===== src/rtl/eq_sched_pkg.sv =====
// ============================================================================
// Module      : eq_sched_pkg
// Description : Shared widths, state encoding and the sat16 helper for the
//               EQ scale scheduler. Clamping enabled by EQ_SCHED_SAT_EN.
// Revision    : 1.0 - initial release
// ============================================================================
`default_nettype none

package eq_sched_pkg;

    localparam int NUM_BANDS_DEF = 5;
    localparam int FRAC_BITS_DEF = 11;
    localparam int DATA_W        = 16;
    localparam int GAIN_W        = 12;
    localparam int ACC_W         = 21;
    localparam int PROD_W        = 29;
    localparam int VOL_SHIFT     = 12;

    typedef logic [2:0] state_t;

    localparam state_t ST_IDLE  = 3'd0;
    localparam state_t ST_MAC   = 3'd1;
    localparam state_t ST_VOL_L = 3'd2;
    localparam state_t ST_VOL_R = 3'd3;
    localparam state_t ST_DONE  = 3'd4;

    localparam logic signed [ACC_W-1:0] C_SAT_MAX = 21'sd32767;
    localparam logic signed [ACC_W-1:0] C_SAT_MIN = -21'sd32768;

    // Reduce a channel accumulator to the 16-bit volume-stage operand.
    function automatic logic signed [DATA_W-1:0] sat16(input logic signed [ACC_W-1:0] acc);
`ifdef EQ_SCHED_SAT_EN
        if (acc > C_SAT_MAX) begin
            return 16'sh7FFF;
        end else if (acc < C_SAT_MIN) begin
            return 16'sh8000;
        end else begin
            return acc[DATA_W-1:0];
        end
`else
        return acc[DATA_W-1:0];
`endif
    endfunction

endpackage

`default_nettype wire


===== src/rtl/eq_mac_unit.sv =====
// ============================================================================
// Module      : eq_mac_unit
// Description : Single shared signed 16x13 multiplier with operand muxing for
//               band-gain and volume products.
// Revision    : 1.0 - initial release
// ============================================================================
`default_nettype none

module eq_mac_unit
    import eq_sched_pkg::*;
#(
    parameter int NUM_BANDS = NUM_BANDS_DEF,
    parameter int FRAC_BITS = FRAC_BITS_DEF,
    parameter int IDX_W     = 3
) (
    input  logic [NUM_BANDS-1:0][DATA_W-1:0] band_lft,
    input  logic [NUM_BANDS-1:0][DATA_W-1:0] band_rght,
    input  logic [NUM_BANDS-1:0][GAIN_W-1:0] pot,
    input  logic [GAIN_W-1:0]                vol_pot,
    input  logic [IDX_W-1:0]                 band_idx,
    input  logic                             chan_rght,
    input  logic                             vol_phase,
    input  logic signed [ACC_W-1:0]          acc_lft,
    input  logic signed [ACC_W-1:0]          acc_rght,
    output logic signed [ACC_W-1:0]          band_term,
    output logic signed [DATA_W-1:0]         vol_term
);

    logic signed [DATA_W-1:0] w_op_a;
    logic [GAIN_W-1:0]        w_gain;
    logic signed [GAIN_W:0]   w_op_b;
    logic signed [PROD_W-1:0] w_prod;

    always_comb begin
        w_op_a = '0;
        w_gain = '0;
        if (vol_phase) begin
            w_op_a = sat16(chan_rght ? acc_rght : acc_lft);
            w_gain = vol_pot;
        end else begin
            w_op_a = chan_rght ? band_rght[band_idx] : band_lft[band_idx];
            w_gain = pot[band_idx];
        end
    end

    // Gains are unsigned; a zero sign bit keeps them positive in the signed product.
    assign w_op_b    = $signed({1'b0, w_gain});
    assign w_prod    = PROD_W'(w_op_a) * PROD_W'(w_op_b);
    assign band_term = ACC_W'(w_prod >>> FRAC_BITS);
    assign vol_term  = w_prod[VOL_SHIFT+DATA_W-1:VOL_SHIFT];

endmodule

`default_nettype wire


===== src/rtl/eq_scale_sched.sv =====
// ============================================================================
// Module      : eq_scale_sched
// Description : Time-multiplexed 5-band EQ gain/volume scheduler, 13-cycle
//               latency. Optional accumulator clamp via EQ_SCHED_SAT_EN.
// Revision    : 1.0 - initial release
// ============================================================================
`default_nettype none

module eq_scale_sched
    import eq_sched_pkg::*;
#(
    parameter int NUM_BANDS = NUM_BANDS_DEF,
    parameter int FRAC_BITS = FRAC_BITS_DEF
) (
    input  logic                             clk,
    input  logic                             rst,
    input  logic                             start,
    input  logic [NUM_BANDS-1:0][DATA_W-1:0] band_lft,
    input  logic [NUM_BANDS-1:0][DATA_W-1:0] band_rght,
    input  logic [NUM_BANDS-1:0][GAIN_W-1:0] pot,
    input  logic [GAIN_W-1:0]                vol_pot,
    output logic [DATA_W-1:0]                aud_out_lft,
    output logic [DATA_W-1:0]                aud_out_rght,
    output logic                             out_vld,
    output logic                             busy,
    output logic                             overrun
);

    localparam int CNT_W = $clog2(2 * NUM_BANDS);
    localparam int IDX_W = (NUM_BANDS > 1) ? $clog2(NUM_BANDS) : 1;
    localparam logic [CNT_W-1:0] C_CNT_LAST = CNT_W'(2 * NUM_BANDS - 1);
    localparam logic [CNT_W-1:0] C_CNT_RGHT = CNT_W'(NUM_BANDS);

    state_t                           r_state;
    logic [CNT_W-1:0]                 r_cnt;
    logic [NUM_BANDS-1:0][DATA_W-1:0] r_band_lft;
    logic [NUM_BANDS-1:0][DATA_W-1:0] r_band_rght;
    logic [NUM_BANDS-1:0][GAIN_W-1:0] r_pot;
    logic [GAIN_W-1:0]                r_vol_pot;
    logic signed [ACC_W-1:0]          r_acc_lft;
    logic signed [ACC_W-1:0]          r_acc_rght;
    logic signed [DATA_W-1:0]         r_vol_lft;

    logic                             w_mac_rght;
    logic [IDX_W-1:0]                 w_idx;
    logic                             w_vol_phase;
    logic                             w_chan_rght;
    logic signed [ACC_W-1:0]          w_band_term;
    logic signed [DATA_W-1:0]         w_vol_term;

    // Left-channel bands occupy the first half of the MAC sweep, right the second.
    assign w_mac_rght  = (r_cnt >= C_CNT_RGHT);
    assign w_idx       = w_mac_rght ? IDX_W'(r_cnt - C_CNT_RGHT) : IDX_W'(r_cnt);
    assign w_vol_phase = (r_state == ST_VOL_L) || (r_state == ST_VOL_R);
    assign w_chan_rght = w_vol_phase ? (r_state == ST_VOL_R) : w_mac_rght;
    assign busy        = (r_state != ST_IDLE);

    eq_mac_unit #(
        .NUM_BANDS (NUM_BANDS),
        .FRAC_BITS (FRAC_BITS),
        .IDX_W     (IDX_W)
    ) u_mac (
        .band_lft  (r_band_lft),
        .band_rght (r_band_rght),
        .pot       (r_pot),
        .vol_pot   (r_vol_pot),
        .band_idx  (w_idx),
        .chan_rght (w_chan_rght),
        .vol_phase (w_vol_phase),
        .acc_lft   (r_acc_lft),
        .acc_rght  (r_acc_rght),
        .band_term (w_band_term),
        .vol_term  (w_vol_term)
    );

    always_ff @(posedge clk) begin
        if (rst) begin
            r_state      <= ST_IDLE;
            r_cnt        <= '0;
            r_band_lft   <= '0;
            r_band_rght  <= '0;
            r_pot        <= '0;
            r_vol_pot    <= '0;
            r_acc_lft    <= '0;
            r_acc_rght   <= '0;
            r_vol_lft    <= '0;
            aud_out_lft  <= '0;
            aud_out_rght <= '0;
            out_vld      <= 1'b0;
            overrun      <= 1'b0;
        end else begin
            out_vld <= 1'b0;
            overrun <= start && (r_state != ST_IDLE);
            case (r_state)
                ST_IDLE: begin
                    if (start) begin
                        r_band_lft  <= band_lft;
                        r_band_rght <= band_rght;
                        r_pot       <= pot;
                        r_vol_pot   <= vol_pot;
                        r_acc_lft   <= '0;
                        r_acc_rght  <= '0;
                        r_cnt       <= '0;
                        r_state     <= ST_MAC;
                    end
                end
                ST_MAC: begin
                    if (w_mac_rght) begin
                        r_acc_rght <= r_acc_rght + w_band_term;
                    end else begin
                        r_acc_lft <= r_acc_lft + w_band_term;
                    end
                    if (r_cnt == C_CNT_LAST) begin
                        r_state <= ST_VOL_L;
                    end else begin
                        r_cnt <= r_cnt + 1'b1;
                    end
                end
                ST_VOL_L: begin
                    r_vol_lft <= w_vol_term;
                    r_state   <= ST_VOL_R;
                end
                ST_VOL_R: begin
                    aud_out_lft  <= r_vol_lft;
                    aud_out_rght <= w_vol_term;
                    out_vld      <= 1'b1;
                    r_state      <= ST_DONE;
                end
                ST_DONE: begin
                    r_state <= ST_IDLE;
                end
                default: begin
                    r_state <= ST_IDLE;
                end
            endcase
        end
    end

endmodule

`default_nettype wire


===== config.mk =====
export PLATFORM = sky130hd
export DESIGN_NAME = eq_scale_sched
export DESIGN_NICKNAME = d
export VERILOG_FILES = /design/src/rtl/eq_sched_pkg.sv /design/src/rtl/eq_mac_unit.sv /design/src/rtl/eq_scale_sched.sv
export SDC_FILE = /design/constraint.sdc
export NUM_CORES = 1
export LEC_CHECK = 0
export ABC_AREA = 1
export BUFFER_PORTS_ARGS = -buffer_cell sky130_fd_sc_hd__buf_4
export CAP_MARGIN = 30
export CORE_ASPECT_RATIO = 0.8
export CORE_MARGIN = 2
export CORE_UTILIZATION = 35
export DETAILED_ROUTE_END_ITERATION = 7
export PLACE_DENSITY = 0.57
export SKIP_CTS_REPAIR_TIMING = 1
export SYNTH_ARGS = -nofsm -noshare
export SYNTH_HDL_FRONTEND = slang
export SYNTH_SLANG_ARGS = --single-unit

===== constraint.sdc =====
create_clock -name clk -period 12.05 [get_ports clk]
set_input_delay 2.41 -clock clk [delete_from_list [all_inputs] [get_ports clk]]
set_output_delay 2.41 -clock clk [all_outputs]
set_load 0.03 [all_outputs]

==> results.json, run 1 <==
{
  "status": "completed",
  "synth_edf_count": 0,
  "grt_pass1_wl_um": 116000,
  "drive_gt1_frac": 0.134,
  "worstPathRequired_ns": 12.54,
  "area_delta_synth_final_pct": 18.1,
  "synth-seq-area-share": 0.292,
  "die_y_um": 228,
  "hold_path.class": "reg -> reg",
  "worstPathMaxFanout": 30,
  "multiInputGateArea_mm2": 0.0132,
  "antenna_cells": 0,
  "max_slew_margin": 0.318,
  "skew_ns": 0.0219,
  "grtUsageMet2": 0.348,
  "clk_pin_slew_ns": 0.07,
  "ys_types": 45,
  "seqCellArea_mm2": 0.00643,
  "wl_per_cell_um": 18.2,
  "dieArea_mm2": 0.0650,
  "grt_overflow": 0,
  "nets": 3697,
  "synthTopCellsByArea": "dfxtp_1 29%, fa_1 16%, o21ai_0 9.2%",
  "syn_inst": 3013,
  "synth_area_mm2": 0.0220,
  "worst-slew-pin-transition_ns": 1.02,
  "worstSetupEndpointType": "flip-flop",
  "grt_max_degree": 182,
  "synth.top_cell.area_share": 0.292,
  "grt_use_total": 0.227,
  "cts_max_level": 2,
  "path_buf_inv": 8,
  "grt_antenna_before_repair": 0,
  "met3_usage": 0.0469,
  "yosysMostFrequentCell": "nor2_1",
  "yosys-top-cells-count": "495 x nor2_1, 467 x inv_1, 404 x o21ai_0",
  "synth_top_cell_by_area": "dfxtp_1",
  "postRouteWirelength_um": 74000,
  "ctsRootBufferMaster": "clkbuf_16",
  "coreArea_mm2": 0.0625,
  "avgSynthCellArea_um2": 7.31,
  "drt_first_pass_iters": 5,
  "post-route-util": 0.416,
  "critical_path_class": "reg -> reg",
  "synth_fp_nets": 3519,
  "crit_path_start_kind": "flip-flop",
  "drv_slew": 0,
  "dominantRegCellSynth": "dfxtp_1",
  "initial_utilization": 0.352,
  "rows": 82,
  "tritoncts": "built",
  "max_freq_mhz": 94.0,
  "cts-buffers-inserted": 37,
  "clkSinkCount": 321,
  "setup_violations": 0,
  "synthArstFlopShare": 0,
  "yosysWarnings": 0,
  "crit_slowest_cell": "xnor2_1",
  "grt_pass1_vias": 20000,
  "fin_crit_sh": 0.883,
  "io_pins": 270,
  "postRouteAntennaNets": 0,
  "rsz0062_at_grt": "false",
  "drt-initial-drc-count": 1826,
  "top_usage_layer": "met2",
  "place.gp.congestion": 0.928,
  "maxCapViolCount": 0,
  "drc": 0,
  "setup_tns_ns": 0,
  "portBuffers": 269,
  "met1_usage": 0.324,
  "cp.arrival_ns": 11.13,
  "vias_per_cell": 5.00,
  "vias": 20300,
  "hold_viol": 0,
  "layout_min_cycle_time_ns": 10.64,
  "fillerInstances": 6513,
  "clk_path_buf_depth": 3,
  "synth_seq_cells": 321,
  "die_x_um": 284,
  "dp_hpwl_um": 56800,
  "cp_top_family": "adder cells",
  "clkLatencyLatePin_ns": 0.57,
  "max_stage_delay_ns": 0.76
}
path summary, 6_finish.rpt:
| check | startpoint | end | slack [ns] | cells after the start |
|---|---|---|---|---|
| worst max-delay path | r_cnt[0] | r_acc_lft[12] | 1.41 | 47 |
| worst min-delay path | r_pot[2] | r_pot[2] | 0.45 | 2 |
| worst max register to register | r_cnt[0] | r_acc_lft[12] | 1.41 | 47 |
| worst min register to register | r_pot[2] | r_pot[2] | 0.45 | 2 |
metrics by stage:
| step | hold WS, ns | worst slack, ns | cell area (um^2) | std cells |
|---|---|---|---|---|
| 2_1_floorplan | 0.425 | 3.60 | 22000 | 3013 |
| 3_3_place_gp | 0.438 | 1.68 | 24700 | 3992 |
| 3_5_place_dp | 0.444 | 1.65 | 24700 | 3992 |
| 4_1_cts | 0.452 | 1.61 | 26000 | 4058 |
| 5_1_grt | 0.463 | 0.749 | 26000 | 4058 |
| 6_report | 0.450 | 1.41 | 26000 | 4058 |
final cells by class:
cell class,count,share of cell area
clock buffer,56,0.0438
clock inverter,10,0.00544
inverter,481,0.0699
multi-input combinational,2055,0.508
sequential,321,0.247
tap,840,0.0404
timing repair buffer,295,0.0856
registers in the layout, summed over array words and instances (netlist names):
name	cells
r_cnt	4
r_acc_rght	16
r_pot	60
r_acc_lft	16
aud_out_lft	16
overrun	1
r_state	3
r_vol_pot	12
out_vld	1
r_band_lft	80
r_band_rght	80
aud_out_rght	16
r_vol_lft	16
cells in the final DEF, fill, tap and decap left out, types with 11 or more instances in the layout:
| cell type | count |
|---|---|
| nor2_1 | 494 |
| inv_1 | 466 |
| o21ai_0 | 404 |
| dfxtp_1 | 321 |
| nand2_1 | 306 |
| buf_4 | 294 |
| a21oi_1 | 274 |
| fa_1 | 176 |
| nand3_1 | 103 |
| ha_1 | 95 |
| o221ai_1 | 39 |
| clkbuf_16 | 38 |
| nand2_2 | 19 |
| o21ai_1 | 18 |
| nor3_1 | 18 |
| xor2_1 | 13 |
| clkbuf_8 | 12 |
| inv_2 | 11 |
| or2_2 | 11 |
per-layer routing:
layer / vias up / share of wire
met5: - / 0
met4: 0 / 0.026
met3: 103 / 0.070
met2: 624 / 0.43
met1: 9607 / 0.47
li1: 9969 / -
cells by family after synthesis:
| family | after synthesis | synth area share |
|---|---|---|
| flops | 321 | 0.292 |
| buf+inv | 637 | 0.109 |
| xor+xnor | 22 | 0.00977 |
| simple gates | 978 | 0.183 |
| fa+ha+maj | 271 | 0.214 |
| compound gates | 784 | 0.192 |
worst reg2reg max path, delay by kind of cell (launching register included):
kind,cells,cell delay (ns)
AOI/OAI and AO/OA,12,2.20
adders and majority gates,8,3.62
and+or+nand+nor,18,2.20
buffers and inverters,8,1.29
DFF,1,0.50
xor gates and xnor gates,1,0.77
Power of run 1 is not shown: default switching activity piles up to over one toggle a cycle in this logic, so the estimate is an artifact.
==> run 2, diff against run 1 <==
BUFFER_PORTS_ARGS = -buffer_cell sky130_fd_sc_hd__buf_2   (was -buffer_cell sky130_fd_sc_hd__buf_4)
REMOVE_ABC_BUFFERS = 1   (was unset)
clock period = 12.9 ns   (was 12.05 ns; I/O delays follow)
==> results.json, run 2 (synthesized netlist as in run 1, its figures left out) <==
{
  "cts-buffers-inserted": 38,
  "worstSetupEndpointType": "flip-flop",
  "fillerInstances": 6609,
  "cp.depth": 46,
  "crit_slowest_cell": "fa_1",
  "crit_end": "r_acc_rght[11]",
  "grt_pass1_vias": 19800,
  "grt_use_total": 0.212,
  "ff2ff_setup_slack_ns": 2.71,
  "grt_pass1_wl_um": 110000,
  "drive_gt1_frac": 0.136,
  "wl_per_cell_um": 17.0,
  "cp_top_family": "adder cells",
  "portBuffers": 269,
  "cp.arrival_ns": 10.70,
  "ctsRootBufferMaster": "clkbuf_16",
  "hold_slack_ns": 0.449,
  "vias_per_cell": 4.91,
  "place.gp.congestion": 0.910,
  "worstPathMaxFanout": 38,
  "clkSinkCount": 321,
  "clk_path_buf_depth": 3,
  "startpoint": "r_cnt[0]",
  "area_delta_synth_final_pct": 15.4,
  "worstPathRequired_ns": 13.41,
  "vias": 20000,
  "drv_slew": 0,
  "max_slew_margin": 0.282,
  "grt_overflow": 0,
  "cts_max_level": 2,
  "setup_tns_ns": 0,
  "crit_path_start_kind": "flip-flop",
  "final_common_cell": "nor2_1",
  "maxCapViolCount": 0,
  "pre_cts_ws_ns": 2.79,
  "die_x_um": 284,
  "drt_first_pass_iters": 6,
  "layout_min_cycle_time_ns": 10.19,
  "rsz0062_at_grt": "false",
  "hold_path.class": "reg -> reg",
  "skew_ns": 0.0298,
  "max_freq_mhz": 98.1,
  "initial_utilization": 0.352,
  "setup_violations": 0,
  "postRouteWirelength_um": 69300,
  "postRouteAntennaNets": 0,
  "antenna_cells": 0,
  "r2r-end": "r_acc_rght[11]",
  "max_stage_delay_ns": 0.57,
  "critical_path_class": "reg -> reg",
  "clkLatencyLatePin_ns": 0.59,
  "status": "completed",
  "mostFrequentLayoutCells": "494 x nor2_1, 466 x inv_1, 404 x o21ai_0",
  "die_y_um": 228,
  "dieArea_mm2": 0.0650,
  "path_buf_inv": 7,
  "coreArea_mm2": 0.0625,
  "clk_pin_slew_ns": 0.06,
  "drt-initial-drc-count": 1427,
  "tritoncts": "built",
  "layout_setup_ws_ns": 2.71,
  "grt_max_degree": 154,
  "grt_antenna_before_repair": 2,
  "hold_viol": 0,
  "nets": 3700,
  "r2r_start": "r_cnt[0]",
  "reg2reg_depth": 46,
  "io_pins": 270,
  "reg_top3": "r_band_lft x80, r_band_rght x80, r_pot x60",
  "cp_common_cell": "nand2_1",
  "dp_hpwl_um": 51100,
  "fin_crit_sh": 0.790,
  "rows": 82,
  "drc": 0,
  "worst-slew-pin-transition_ns": 1.07
}
[run 2: cell types whose count changed in the layout (fill, tap and decap cells not counted), moves of 2 or more]
cell        previous run  this run
buf_2                  0       270
buf_4                294        25
bufinv_16              2         4
clkbuf_1               6         4
clkbuf_8              12         7
clkinv_2               2         5
clkinv_8               0         2
clkinvlp_4             2         4
[run 2: cell type report]
cell class,instances,area (um^2),area share
Multi-Input combinational cell,2055,13200,0.520
Sequential cell,321,6430,0.253
Inverter,481,1820,0.0715
Timing Repair Buffer,297,1570,0.0619
Clock buffer,49,1060,0.0418
Tap cell,840,1050,0.0414
Clock inverter,19,264,0.0104
[run 2: worst min-delay path by stage]
stage               depth (start not counted)  slack, ns         endpoint            start
finish                                      2       0.45         r_pot[7]         r_pot[7]
global route                                2       0.47  r_band_rght[75]  r_band_rght[75]
CTS                                         2       0.45        r_pot[38]        r_pot[38]
detailed placement                          2       0.44         r_pot[7]         r_pot[7]
global placement                            2       0.44        r_pot[38]        r_pot[38]
floorplan                                   2       0.43        r_pot[10]        r_pot[10]
[run 2: worst register-to-register path, delay by kind of cell (launching register included)]
kind | cells | cell delay [ns]
and+or+nand+nor | 17 | 1.93
AOI/OAI and AO/OA | 13 | 2.13
DFF | 1 | 0.48
xor gates and xnor gates | 1 | 0.47
buffers and inverters | 7 | 1.63
adders and majority gates | 8 | 3.50
[run 2: metrics by stage]
stage | cells | utilization | area, um^2
2_1_floorplan | 2857 | - | 21400
3_3_place_gp | 3991 | 0.385 | 24000
3_5_place_dp | 3992 | 0.385 | 24000
4_1_cts | 4060 | 0.406 | 25400
5_1_grt | 4062 | 0.407 | 25400
6_report | 4062 | 0.407 | 25400
[run 2: metal layers]
metal,share of wire,wire (um),GRT usage,vias to the layer above
li1,-,-,-,9981
met1,0.46,31900,0.292,9350
met2,0.45,31000,0.340,535
met3,0.069,4770,0.0461,93
met4,0.022,1520,0.0500,2
met5,0.00017,12,0,-
Power of run 2 is left out for the same reason.
